===== src/rtl/iterative_compare_pkg.sv =====
// ----------------------------------------------------------------------------
// iterative_compare_pkg
// Shared definitions for the iterative comparator:
//   - state_t   : FSM state encoding (IDLE = 0, BUSY = 1, DONE = 2)
//   - nslice    : number of CHUNK-bit slices in a WIDTH-bit operand
//   - idx_width : width of the slice index counter ($clog2, minimum 1 bit)
// ----------------------------------------------------------------------------
package iterative_compare_pkg;

    typedef enum logic [1:0] {
        IDLE = 2'd0,
        BUSY = 2'd1,
        DONE = 2'd2
    } state_t;

    function automatic int nslice(input int width, input int chunk);
        return width / chunk;
    endfunction

    // A single-slice configuration still needs a 1-bit index register.
    function automatic int idx_width(input int n);
        return (n > 1) ? $clog2(n) : 1;
    endfunction

endpackage


===== src/rtl/slice_compare.sv =====
// ----------------------------------------------------------------------------
// slice_compare
// Combinational compare of one CHUNK-bit slice of the two operands.
// Ports:
//   a, b        : slice of operand A and operand B
//   msb_signed  : slice holds the operand sign bit and the compare is signed
//   eq          : a == b
//   lt          : a < b (signed-aware when msb_signed is set)
//   a_nz        : slice of A is non-zero
// ----------------------------------------------------------------------------
module slice_compare #(
    parameter int CHUNK = 8
) (
    input  logic [CHUNK-1:0] a,
    input  logic [CHUNK-1:0] b,
    input  logic             msb_signed,
    output logic             eq,
    output logic             lt,
    output logic             a_nz
);

    logic [CHUNK-1:0] flip;

    // Inverting the sign bit of both slices turns a two's-complement
    // ordering into an unsigned one, so a single unsigned comparator serves
    // both signed and unsigned modes. Equality is unaffected by the flip.
    always_comb begin
        flip            = '0;
        flip[CHUNK-1]   = msb_signed;
    end

    assign eq   = (a == b);
    assign lt   = ((a ^ flip) < (b ^ flip));
    assign a_nz = (a != '0);

endmodule


===== src/rtl/iterative_compare.sv =====
// ----------------------------------------------------------------------------
// iterative_compare
// Multi-cycle comparator: walks two WIDTH-bit operands one CHUNK-bit slice
// per cycle, most significant slice first, and reports equality, less-than
// (signed or unsigned) and zero/sign flags of A.
//
// Ports:
//   clock, reset         : rising-edge clock, async active-high reset
//   in_valid / in_ready  : operand handshake (in_ready only in IDLE)
//   A, B, Signed         : operands and signed-compare select
//   out_valid / out_ready: result handshake (out_valid only in DONE)
//   EQ, LT, GZ, LZ, GEZ, LEZ : result flags, held while out_valid is high
//   busy                 : an operation is in progress (state != IDLE)
//
// Optional feature (macro ITERATIVE_COMPARE_EARLY_TERM_EN):
//   When defined, BUSY ends as soon as both the LT decision and the
//   non-zero status of A are known, giving data-dependent latency.
//   When undefined, latency is always exactly WIDTH/CHUNK cycles.
// ----------------------------------------------------------------------------
module iterative_compare
    import iterative_compare_pkg::*;
#(
    parameter int WIDTH = 32,
    parameter int CHUNK = 8
) (
    input  logic             clock,
    input  logic             reset,
    input  logic             in_valid,
    output logic             in_ready,
    input  logic [WIDTH-1:0] A,
    input  logic [WIDTH-1:0] B,
    input  logic             Signed,
    output logic             out_valid,
    input  logic             out_ready,
    output logic             EQ,
    output logic             LT,
    output logic             GZ,
    output logic             LZ,
    output logic             GEZ,
    output logic             LEZ,
    output logic             busy
);

    localparam int              N    = nslice(WIDTH, CHUNK);
    localparam int              IDXW = idx_width(N);
    localparam logic [IDXW-1:0] LAST = IDXW'(N - 1);

    state_t            state;
    logic [WIDTH-1:0]  a_reg;
    logic [WIDTH-1:0]  b_reg;
    logic              signed_reg;
    logic [IDXW-1:0]   idx;
    logic              eq_acc;
    logic              lt_dec;
    logic              lt_acc;
    logic              nz_acc;

    logic [CHUNK-1:0]  a_slices [N];
    logic [CHUNK-1:0]  b_slices [N];

    logic              msb_signed;
    logic              sl_eq;
    logic              sl_lt;
    logic              sl_nz;
    logic              decide_now;
    logic              eq_next;
    logic              lt_next;
    logic              dec_next;
    logic              nz_next;
    logic              finish;

    // Split the latched operands into an array of slices so the current
    // slice is a plain array lookup by the index counter.
    for (genvar g = 0; g < N; g++) begin : g_slice
        assign a_slices[g] = a_reg[g*CHUNK +: CHUNK];
        assign b_slices[g] = b_reg[g*CHUNK +: CHUNK];
    end

    // Only the top slice carries the sign bit.
    assign msb_signed = signed_reg & (idx == LAST);

    slice_compare #(
        .CHUNK      (CHUNK)
    ) u_slice_compare (
        .a          (a_slices[idx]),
        .b          (b_slices[idx]),
        .msb_signed (msb_signed),
        .eq         (sl_eq),
        .lt         (sl_lt),
        .a_nz       (sl_nz)
    );

    // The first differing slice (from the top) decides LT and clears EQ;
    // later slices cannot change a decision already made.
    assign decide_now = ~lt_dec & ~sl_eq;
    assign eq_next    = decide_now ? 1'b0  : eq_acc;
    assign lt_next    = decide_now ? sl_lt : lt_acc;
    assign dec_next   = lt_dec | decide_now;
    assign nz_next    = nz_acc | sl_nz;

`ifdef ITERATIVE_COMPARE_EARLY_TERM_EN
    // Once LT is decided and A is known non-zero, the remaining slices
    // cannot change any flag, so the walk may stop early.
    assign finish = (idx == '0) | (dec_next & nz_next);
`else
    assign finish = (idx == '0);
`endif

    // Single FSM block: latches operands in IDLE, accumulates one slice per
    // cycle in BUSY, registers the result flags on entry to DONE and holds
    // them until the consumer accepts. All handshake outputs are registered.
    always_ff @(posedge clock or posedge reset) begin
        if (reset) begin
            state      <= IDLE;
            a_reg      <= '0;
            b_reg      <= '0;
            signed_reg <= 1'b0;
            idx        <= '0;
            eq_acc     <= 1'b0;
            lt_dec     <= 1'b0;
            lt_acc     <= 1'b0;
            nz_acc     <= 1'b0;
            in_ready   <= 1'b1;
            out_valid  <= 1'b0;
            busy       <= 1'b0;
            EQ         <= 1'b0;
            LT         <= 1'b0;
            GZ         <= 1'b0;
            LZ         <= 1'b0;
            GEZ        <= 1'b0;
            LEZ        <= 1'b0;
        end else begin
            case (state)
                IDLE: begin
                    if (in_valid) begin
                        a_reg      <= A;
                        b_reg      <= B;
                        signed_reg <= Signed;
                        idx        <= LAST;
                        eq_acc     <= 1'b1;
                        lt_dec     <= 1'b0;
                        lt_acc     <= 1'b0;
                        nz_acc     <= 1'b0;
                        in_ready   <= 1'b0;
                        busy       <= 1'b1;
                        state      <= BUSY;
                    end
                end
                BUSY: begin
                    eq_acc <= eq_next;
                    lt_acc <= lt_next;
                    lt_dec <= dec_next;
                    nz_acc <= nz_next;
                    if (finish) begin
                        state     <= DONE;
                        out_valid <= 1'b1;
                        EQ        <= eq_next;
                        LT        <= lt_next;
                        if (signed_reg) begin
                            LZ  <= a_reg[WIDTH-1];
                            GEZ <= ~a_reg[WIDTH-1];
                            GZ  <= ~a_reg[WIDTH-1] & nz_next;
                            LEZ <= a_reg[WIDTH-1] | ~nz_next;
                        end else begin
                            LZ  <= 1'b0;
                            GEZ <= 1'b1;
                            GZ  <= nz_next;
                            LEZ <= ~nz_next;
                        end
                    end else begin
                        idx <= idx - 1'b1;
                    end
                end
                DONE: begin
                    if (out_ready) begin
                        state     <= IDLE;
                        out_valid <= 1'b0;
                        in_ready  <= 1'b1;
                        busy      <= 1'b0;
                        EQ        <= 1'b0;
                        LT        <= 1'b0;
                        GZ        <= 1'b0;
                        LZ        <= 1'b0;
                        GEZ       <= 1'b0;
                        LEZ       <= 1'b0;
                    end
                end
                default: begin
                    state     <= IDLE;
                    in_ready  <= 1'b1;
                    out_valid <= 1'b0;
                    busy      <= 1'b0;
                end
            endcase
        end
    end

endmodule

===== config.mk =====
export PLATFORM = sky130hd
export DESIGN_NAME = iterative_compare
export DESIGN_NICKNAME = d
export VERILOG_FILES = /design/src/rtl/iterative_compare_pkg.sv /design/src/rtl/slice_compare.sv /design/src/rtl/iterative_compare.sv
export SDC_FILE = /design/constraint.sdc
export NUM_CORES = 1
export LEC_CHECK = 0
export CELL_PAD_IN_SITES_DETAIL_PLACEMENT = 2
export CELL_PAD_IN_SITES_GLOBAL_PLACEMENT = 2
export CORE_MARGIN = 2
export CORE_UTILIZATION = 25
export DETAILED_ROUTE_END_ITERATION = 10
export GPL_TIMING_DRIVEN = 0
export PLACE_DENSITY_LB_ADDON = 0.1
export SYNTH_ARGS = -nofsm -noshare
export SYNTH_HDL_FRONTEND = slang
export SYNTH_HIERARCHICAL = 1
export SYNTH_SLANG_ARGS = --single-unit

===== constraint.sdc =====
create_clock -name clock -period 3.6 [get_ports clock]
set_clock_uncertainty 0.2 [all_clocks]
set_input_delay 0.72 -clock clock [delete_from_list [all_inputs] [get_ports clock]]
set_output_delay 0.72 -clock clock [all_outputs]
set_load 0.1 [all_outputs]

==> results of run 1 <==
[stage by stage]
stage / TNS [ns] / setup slack (ns) / util, %
2_1_floorplan: 0 / 0.5732 / -
5_1_grt: 0 / 0.1120 / 34.60
3_3_place_gp: -80.71 / -1.002 / 32.41
6_report: 0 / 0.4568 / 34.60
3_5_place_dp: 0 / 0.2183 / 32.60
4_1_cts: 0 / 0.1907 / 34.56
[routing by layer]
metal / routed length, um / up-vias
met3: 354 / 13
met5: 0 / -
li1: - / 1487
met2: 6010 / 48
met4: 161 / 0
met1: 5435 / 1554
[area by class of cell]
class                      count  area, sq um
fill                        1679         9978
sequential                    82         2053
multi-input combinational    290         1672
timing repair buffer          78        798.3
clock buffer                  14        264.0
tap                          211        264.0
buffer                        21        135.1
inverter                      15        58.81
clock inverter                 2        35.03
[Yosys cell counts]
cell	instances	area, sq um
clkbuf_1	4	15.01
a21oi_1	9	45.04
nor2_1	9	33.78
o21ai_1	1	5.000
buf_6	4	45.04
o31ai_1	1	7.510
o21a_1	1	7.510
ha_1	10	125.1
nand3_1	1	5.000
o211ai_1	1	7.510
xnor2_1	1	8.760
o22ai_1	1	6.260
a221oi_2	1	15.01
nor2b_1	2	12.51
nor3b_1	2	15.01
and2_1	1	6.260
and2b_4	1	10.01
nand4b_1	1	8.760
nor4_1	3	18.77
nand2_1	207	777.0
mux2i_1	1	10.01
dfrtp_1	81	2027
nor3b_2	1	12.51
buf_2	9	45.04
nor3_1	2	10.01
mux4_2	16	360.4
a21o_1	1	7.510
dfstp_2	1	26.28
a22o_4	1	17.52
buf_4	4	30.03
a211o_1	1	8.760
or3b_1	1	8.760
nand2b_1	2	12.51
inv_1	15	56.30
mux2_4	4	60.06
o21ai_0	5	25.02
a2bb2oi_1	2	17.52
[cells by family after synthesis]
family | count (synthesis)
xor+xnor | 1
compound gates | 25
mux | 21
fa+ha+maj | 10
flops | 82
simple gates | 233
buf+inv | 36
[how the worst max path moves through the flow]
stage	start	end	slack [ns]	cells after the start
6_report	idx[0]$_DFFE_PP0P_	LT$_DFFE_PP0P_	0.46	9
5_1_grt	idx[0]$_DFFE_PP0P_	lt_acc$_DFFE_PP0P_	0.11	9
4_1_cts	idx[0]$_DFFE_PP0P_	LT$_DFFE_PP0P_	0.19	9
3_5_place_dp	idx[0]$_DFFE_PP0P_	LT$_DFFE_PP0P_	0.22	9
3_3_place_gp	reset	busy$_DFFE_PP0P_	-1.00	2
2_1_floorplan	reset	EQ$_DFFE_PP0P_	0.57	1
[power by group]
| group | total (mW) | internal [mW] | switching [mW] |
|---|---|---|---|
| Combinational | 2.47 | 0.988 | 1.48 |
| Sequential | 1.61 | 1.36 | 0.250 |
| Clock | 0.951 | 0.575 | 0.375 |
[worst max-delay path: stages (launching register included)]
cell and delay, ns:
dfrtp_1 0.36, buf_2 0.37, buf_2 0.37, mux4_2 0.40, ha_1 0.31, nand2_1 0.09, nor4_2 0.44, nor2_1 0.13
mux2i_1 0.24, o22ai_1 0.12
==> flow_summary.yaml, run 1 <==
worst_setup_path:
  crit_fanout: 10
  r2r-end: "LT$_DFFE_PP0P_"
  required_ns: 3.63
  rr_worst_depth: 9
  crit_type: "reg2reg"
  worst_setup_path_start_kind: "flip-flop"
  arrival_ns: 3.17
  end_kind: "flip-flop"
  r2r-start: "idx[0]$_DFFE_PP0P_"
  regToRegSetupSlack_ns: 0.46
route:
  drt_iter0_drc: 110
  wl_per_cell_um: 16.78
  drc: 0
  via_per_inst: 4.351
  num_vias: 3102
  dr.pass1.iters: 4
  drt-total-wl_um: 11960
  drtAntennaViolNets: 0
pwr:
  total_power_mw: 5.031
  p_leak_nw: 2.520
  peakVddDrop_uv: 325.1
  power_density_mw_per_mm2: 952.8
die:
  ios: 78
  fp.dieH_um: 129.1
  fp.dieW_um: 129.1
  num_rows: 45
  core_area_sq_mm: 0.01526
  dieArea_sq_mm: 0.01666
  start_util_pct: 25.63
clock_tree:
  clk_pin_slew_worst_paths_ns: 0.06
  cts_tree: "done"
  cts_buffer_depth: 2
  post_cts_buffers: 0
  post_cts_resized: 0
  holdBufCountCts: 0
  cts_sinks: 82
  clk_latency_ns: 0.35
  cts_root_buf: "clkbuf_16"
  cts_made_buffers: 9
  cts.htree.levels: 3
sta:
  max_freq_mhz: 318.1
  relSlewSlack_pct: 35.01
  finalCritPeriodShare_pct: 87.31
  finalHoldViolations: 0
  whs_ns: 0.2725
  setup_violations: 0
  tightest_slew_ns: 0.9718
  final_max_slew_viol_count: 0
  rsz0062_at_grt: "false"
  final.min_clock_period_ns: 3.143
synthesis:
  synth_xor_area_share_pct: 0.2240
  synth_warnings: 6
  synth_fa_ha_area_share_pct: 3.200
  syn_avg_cell_area_sq_um: 9.583
  syn-num-nets: 487
  ys_types: 37
  muxShareOfSynthArea_pct: 11.01
  synth-simple-area-share_pct: 23.81
  syn_area_sq_mm: 0.003910
  syn_inst: 408
  ys_seq_area_share_pct: 52.51
  synth_compound_area_share_pct: 4.352
  synth_top_family_by_area: "simple AND/OR/NAND/NOR gates"
  synth_seq_cells: 82
global_routing:
  antenna_found_initial: 0
  grt_util_met1_pct: 20.18
  grt_max_degree: 52
  busiest_layer: "met2"
  grt_usage_pct: 15.83
  grt_overflow_total: 0
  grt_pass1_vias: 3490
  grt_first_pass_wirelength_um: 19340
  use_met3_pct: 3.179
  grt.met2_usage_pct: 26.55
outcome:
  status: "completed"
final_layout:
  final_common_cell: "nand2_1"
  final_area_sq_mm: 0.005280
  final_nets: 576
  area_delta_synth_final_pct: 35.04
  most-common-layout-cells: "207 x nand2_1, 81 x dfrtp_1, 77 x clkdlybuf4s50_1, 16 x mux4_2, 14 x inv_1"
  finalNonFillerCells: 713
  drive_gt1_share_pct: 11.55
  n_antenna_cell: 0
hold_path:
  hold_end: "b_reg[8]$_DFFE_PP0P_"
  whs_path_depth: 2
  min_from: "b_reg[8]$_DFFE_PP0P_"
  hold_class: "reg2reg"
placed_design:
  dp_cells: 697
  dp_hpwl_um: 8581
  place_congestion: 0.7121
  placed_area_sq_mm: 0.004975
  place.port_buffers: 77
flow_run:
  cap_violations: 0
(Power assumes the default switching activity.)
==> run 2: changes to the inputs <==
--- a/config.mk
+++ b/config.mk
@@ -5,6 +5,7 @@
 export SDC_FILE = /design/constraint.sdc
 export NUM_CORES = 1
 export LEC_CHECK = 0
+export CAP_MARGIN = 30
 export CELL_PAD_IN_SITES_DETAIL_PLACEMENT = 2
 export CELL_PAD_IN_SITES_GLOBAL_PLACEMENT = 2
 export CORE_MARGIN = 2
==> constraint.sdc (replaced) <==
create_clock -name clock -period 3.2 [get_ports clock]
set_clock_uncertainty 0.2 [all_clocks]
set_input_delay 0.64 -clock clock [delete_from_list [all_inputs] [get_ports clock]]
set_output_delay 0.64 -clock clock [all_outputs]
set_load 0.1 [all_outputs]
==> run 2 against run 1 <==
Against the previous run:
- maximum frequency rose by 7.7%
- wire length fell by 0.96%
- power grew 13%
- register-to-register slack lost 0.18 ns
- cell area grew 0.36%
- clock-buffer cell count is the same
==> flow_summary.yaml, run 2 (synthesis gave the netlist of run 1 again) <==
worst_setup_path:
  regToRegSetupSlack_ns: 0.28
  r2r-start: "idx[0]$_DFFE_PP0P_"
  cpPeakStageDelay_ns: 0.38
  crit_slowest_cell: "mux4_2"
  cp_cell_sequence: "buf_4 > clkbuf_4 > mux4_2 > ha_1 > a21oi_1 > o21ai_0 > a221oi_2 > mux2i_1 > o22ai_1"
  crit_fanout: 10
  crit_type: "reg2reg"
  end_kind: "flip-flop"
  required_ns: 3.27
  cpLargestDelayFamily: "compound AO/OA/AOI/OAI gates"
  r2r-end: "LT$_DFFE_PP0P_"
  worst_setup_path_start_kind: "flip-flop"
  arrival_ns: 2.98
  rr_worst_depth: 9
  path_buf_inv: 2
final_layout:
  most-common-layout-cells: "207 x nand2_1, 81 x dfrtp_1, 77 x clkdlybuf4s50_1, 16 x mux4_2, 14 x inv_1"
  fillerInstances: 1698
  finalNonFillerCells: 713
  final_area_sq_mm: 0.005299
  final_common_cell: "nand2_1"
  n_antenna_cell: 0
  area_delta_synth_final_pct: 35.52
  drive_gt1_share_pct: 11.55
  final_nets: 576
  final_core_util_pct: 34.73
route:
  num_vias: 3114
  wl_met1_um: 5411
  drc: 0
  drt_iter0_drc: 90
  drtAntennaViolNets: 0
  drt-total-wl_um: 11850
  dr_wl_met2_um: 5900
  dr.pass1.iters: 4
  via_per_inst: 4.367
  met3WireLength_um: 389
  highest_layer: "met4"
  wl_per_cell_um: 16.62
hold_path:
  hold_class: "reg2reg"
  whs_path_depth: 2
  min_from: "b_reg[8]$_DFFE_PP0P_"
  hold_end: "b_reg[8]$_DFFE_PP0P_"
clock_tree:
  cts.htree.levels: 3
  cts_root_buf: "clkbuf_16"
  cts_sinks: 82
  cts_made_buffers: 9
  clk_latency_ns: 0.34
  cts_buffer_depth: 2
  post_cts_resized: 2
  post_cts_buffers: 0
  cts_tree: "done"
  holdBufCountCts: 0
  clk_pin_slew_worst_paths_ns: 0.06
placed_design:
  dp_hpwl_um: 8560
  placed_area_sq_mm: 0.004975
  dp_cells: 697
  place_congestion: 0.7121
  place.port_buffers: 77
pwr:
  peakVddDrop_uv: 375.2
  power_density_mw_per_mm2: 1075
  p_leak_nw: 2.529
die:
  ios: 78
  core_area_sq_mm: 0.01526
  dieArea_sq_mm: 0.01666
  num_rows: 45
  start_util_pct: 25.63
  fp.dieW_um: 129.1
  fp.dieH_um: 129.1
sta:
  max_freq_mhz: 342.6
  rsz0062_at_grt: "false"
  tightest_slew_ns: 0.9722
  finalCritPeriodShare_pct: 91.22
  final_max_slew_viol_count: 0
  relSlewSlack_pct: 34.98
  final.min_clock_period_ns: 2.919
  fin_setup_tns_ns: 0
  whs_ns: 0.2734
  setup_violations: 0
  finalHoldViolations: 0
global_routing:
  grt_pass1_vias: 3473
  grt_max_degree: 52
  grt_usage_pct: 15.64
  grt_overflow_total: 0
  antenna_found_initial: 0
  grt_first_pass_wirelength_um: 19180
outcome:
  status: "completed"
flow_run:
  cap_violations: 0
[run 2: changes by cell type in the layout (fill, tap and decap cells not counted), sizes merged]
cell / previous run / this run
clkbuf: 18 / 21
buf: 18 / 15
[run 2: worst register-to-register path, delay by kind of cell (launching register included)]
| family | cells | cell delay [ns] |
|---|---|---|
| AO/OA/AOI/OAI | 4 | 0.85 |
| adder cells (fa/ha/maj) | 1 | 0.34 |
| buffers and inverters | 2 | 0.55 |
| flip-flops | 1 | 0.36 |
| multiplexers | 2 | 0.54 |
[run 2: area by class of cell]
class                   instances  area (sq um)  share of cell area (%)
flip-flops and latches         82          2053                   38.75
multi-input cells             290          1680                   31.71
repair buffers                 78         798.3                   15.06
clock buffers                  14         264.0                   4.982
well taps                     211         264.0                   4.982
plain buffers                  21         145.1                   2.739
inverters                      15         58.81                   1.110
clock inverters                 2         35.03                  0.6612
[run 2: metrics by stage]
stage	power (mW)	setup slack, ns
global placement	4.489	-1.322
finish	5.699	0.2810
global route	6.202	0.05612
CTS	5.759	0.08277
floorplan	3.745	0.2532
detailed placement	4.615	-0.1851
[run 2: per-layer routing]
layer	vias to the layer above	global-route usage (%)
li1	1489	-
met1	1566	20.03
met2	49	26.27
met3	10	3.344
met4	0	5.563
met5	-	0
[run 2: worst max path at each step]
stage | startpoint | end | slack (ns) | cells after the start
4_1_cts | idx[1]$_DFFE_PP0P_ | LT$_DFFE_PP0P_ | 0.08 | 9
5_1_grt | idx[0]$_DFFE_PP0P_ | lt_acc$_DFFE_PP0P_ | 0.06 | 9
3_3_place_gp | reset | busy$_DFFE_PP0P_ | -1.32 | 2
2_1_floorplan | reset | EQ$_DFFE_PP0P_ | 0.25 | 1
3_5_place_dp | idx[0]$_DFFE_PP0P_ | LT$_DFFE_PP0P_ | -0.19 | 9
6_report | idx[0]$_DFFE_PP0P_ | LT$_DFFE_PP0P_ | 0.28 | 9
[run 2: where the power goes]
group          leakage (nW)  total [mW]  internal [mW]  switching (mW)
logic                  1.38        2.82           1.13            1.69
registers              1.00        1.81           1.53           0.278
clock network         0.147        1.07          0.648           0.424
total                  2.53        5.70           3.30            2.40
==> run 3: changes to the inputs <==
==> constraint.sdc (replaced) <==
create_clock -name clock -period 3.2 [get_ports clock]
set_clock_uncertainty 0.2 [all_clocks]
set_input_delay 0.8 -clock clock [delete_from_list [all_inputs] [get_ports clock]]
set_output_delay 0.8 -clock clock [all_outputs]
set_load 0.1 [all_outputs]
==> results of run 3 <==
The final DEF is identical to that of run 2. Status: completed.
Among the figures that moved: setup slack after layout 0.2810 ns -> 0.1883 ns; start point of the critical path idx[0]$_DFFE_PP0P_ -> in_ready$_DFFE_PP1P_; end point of the critical path LT$_DFFE_PP0P_ -> in_ready
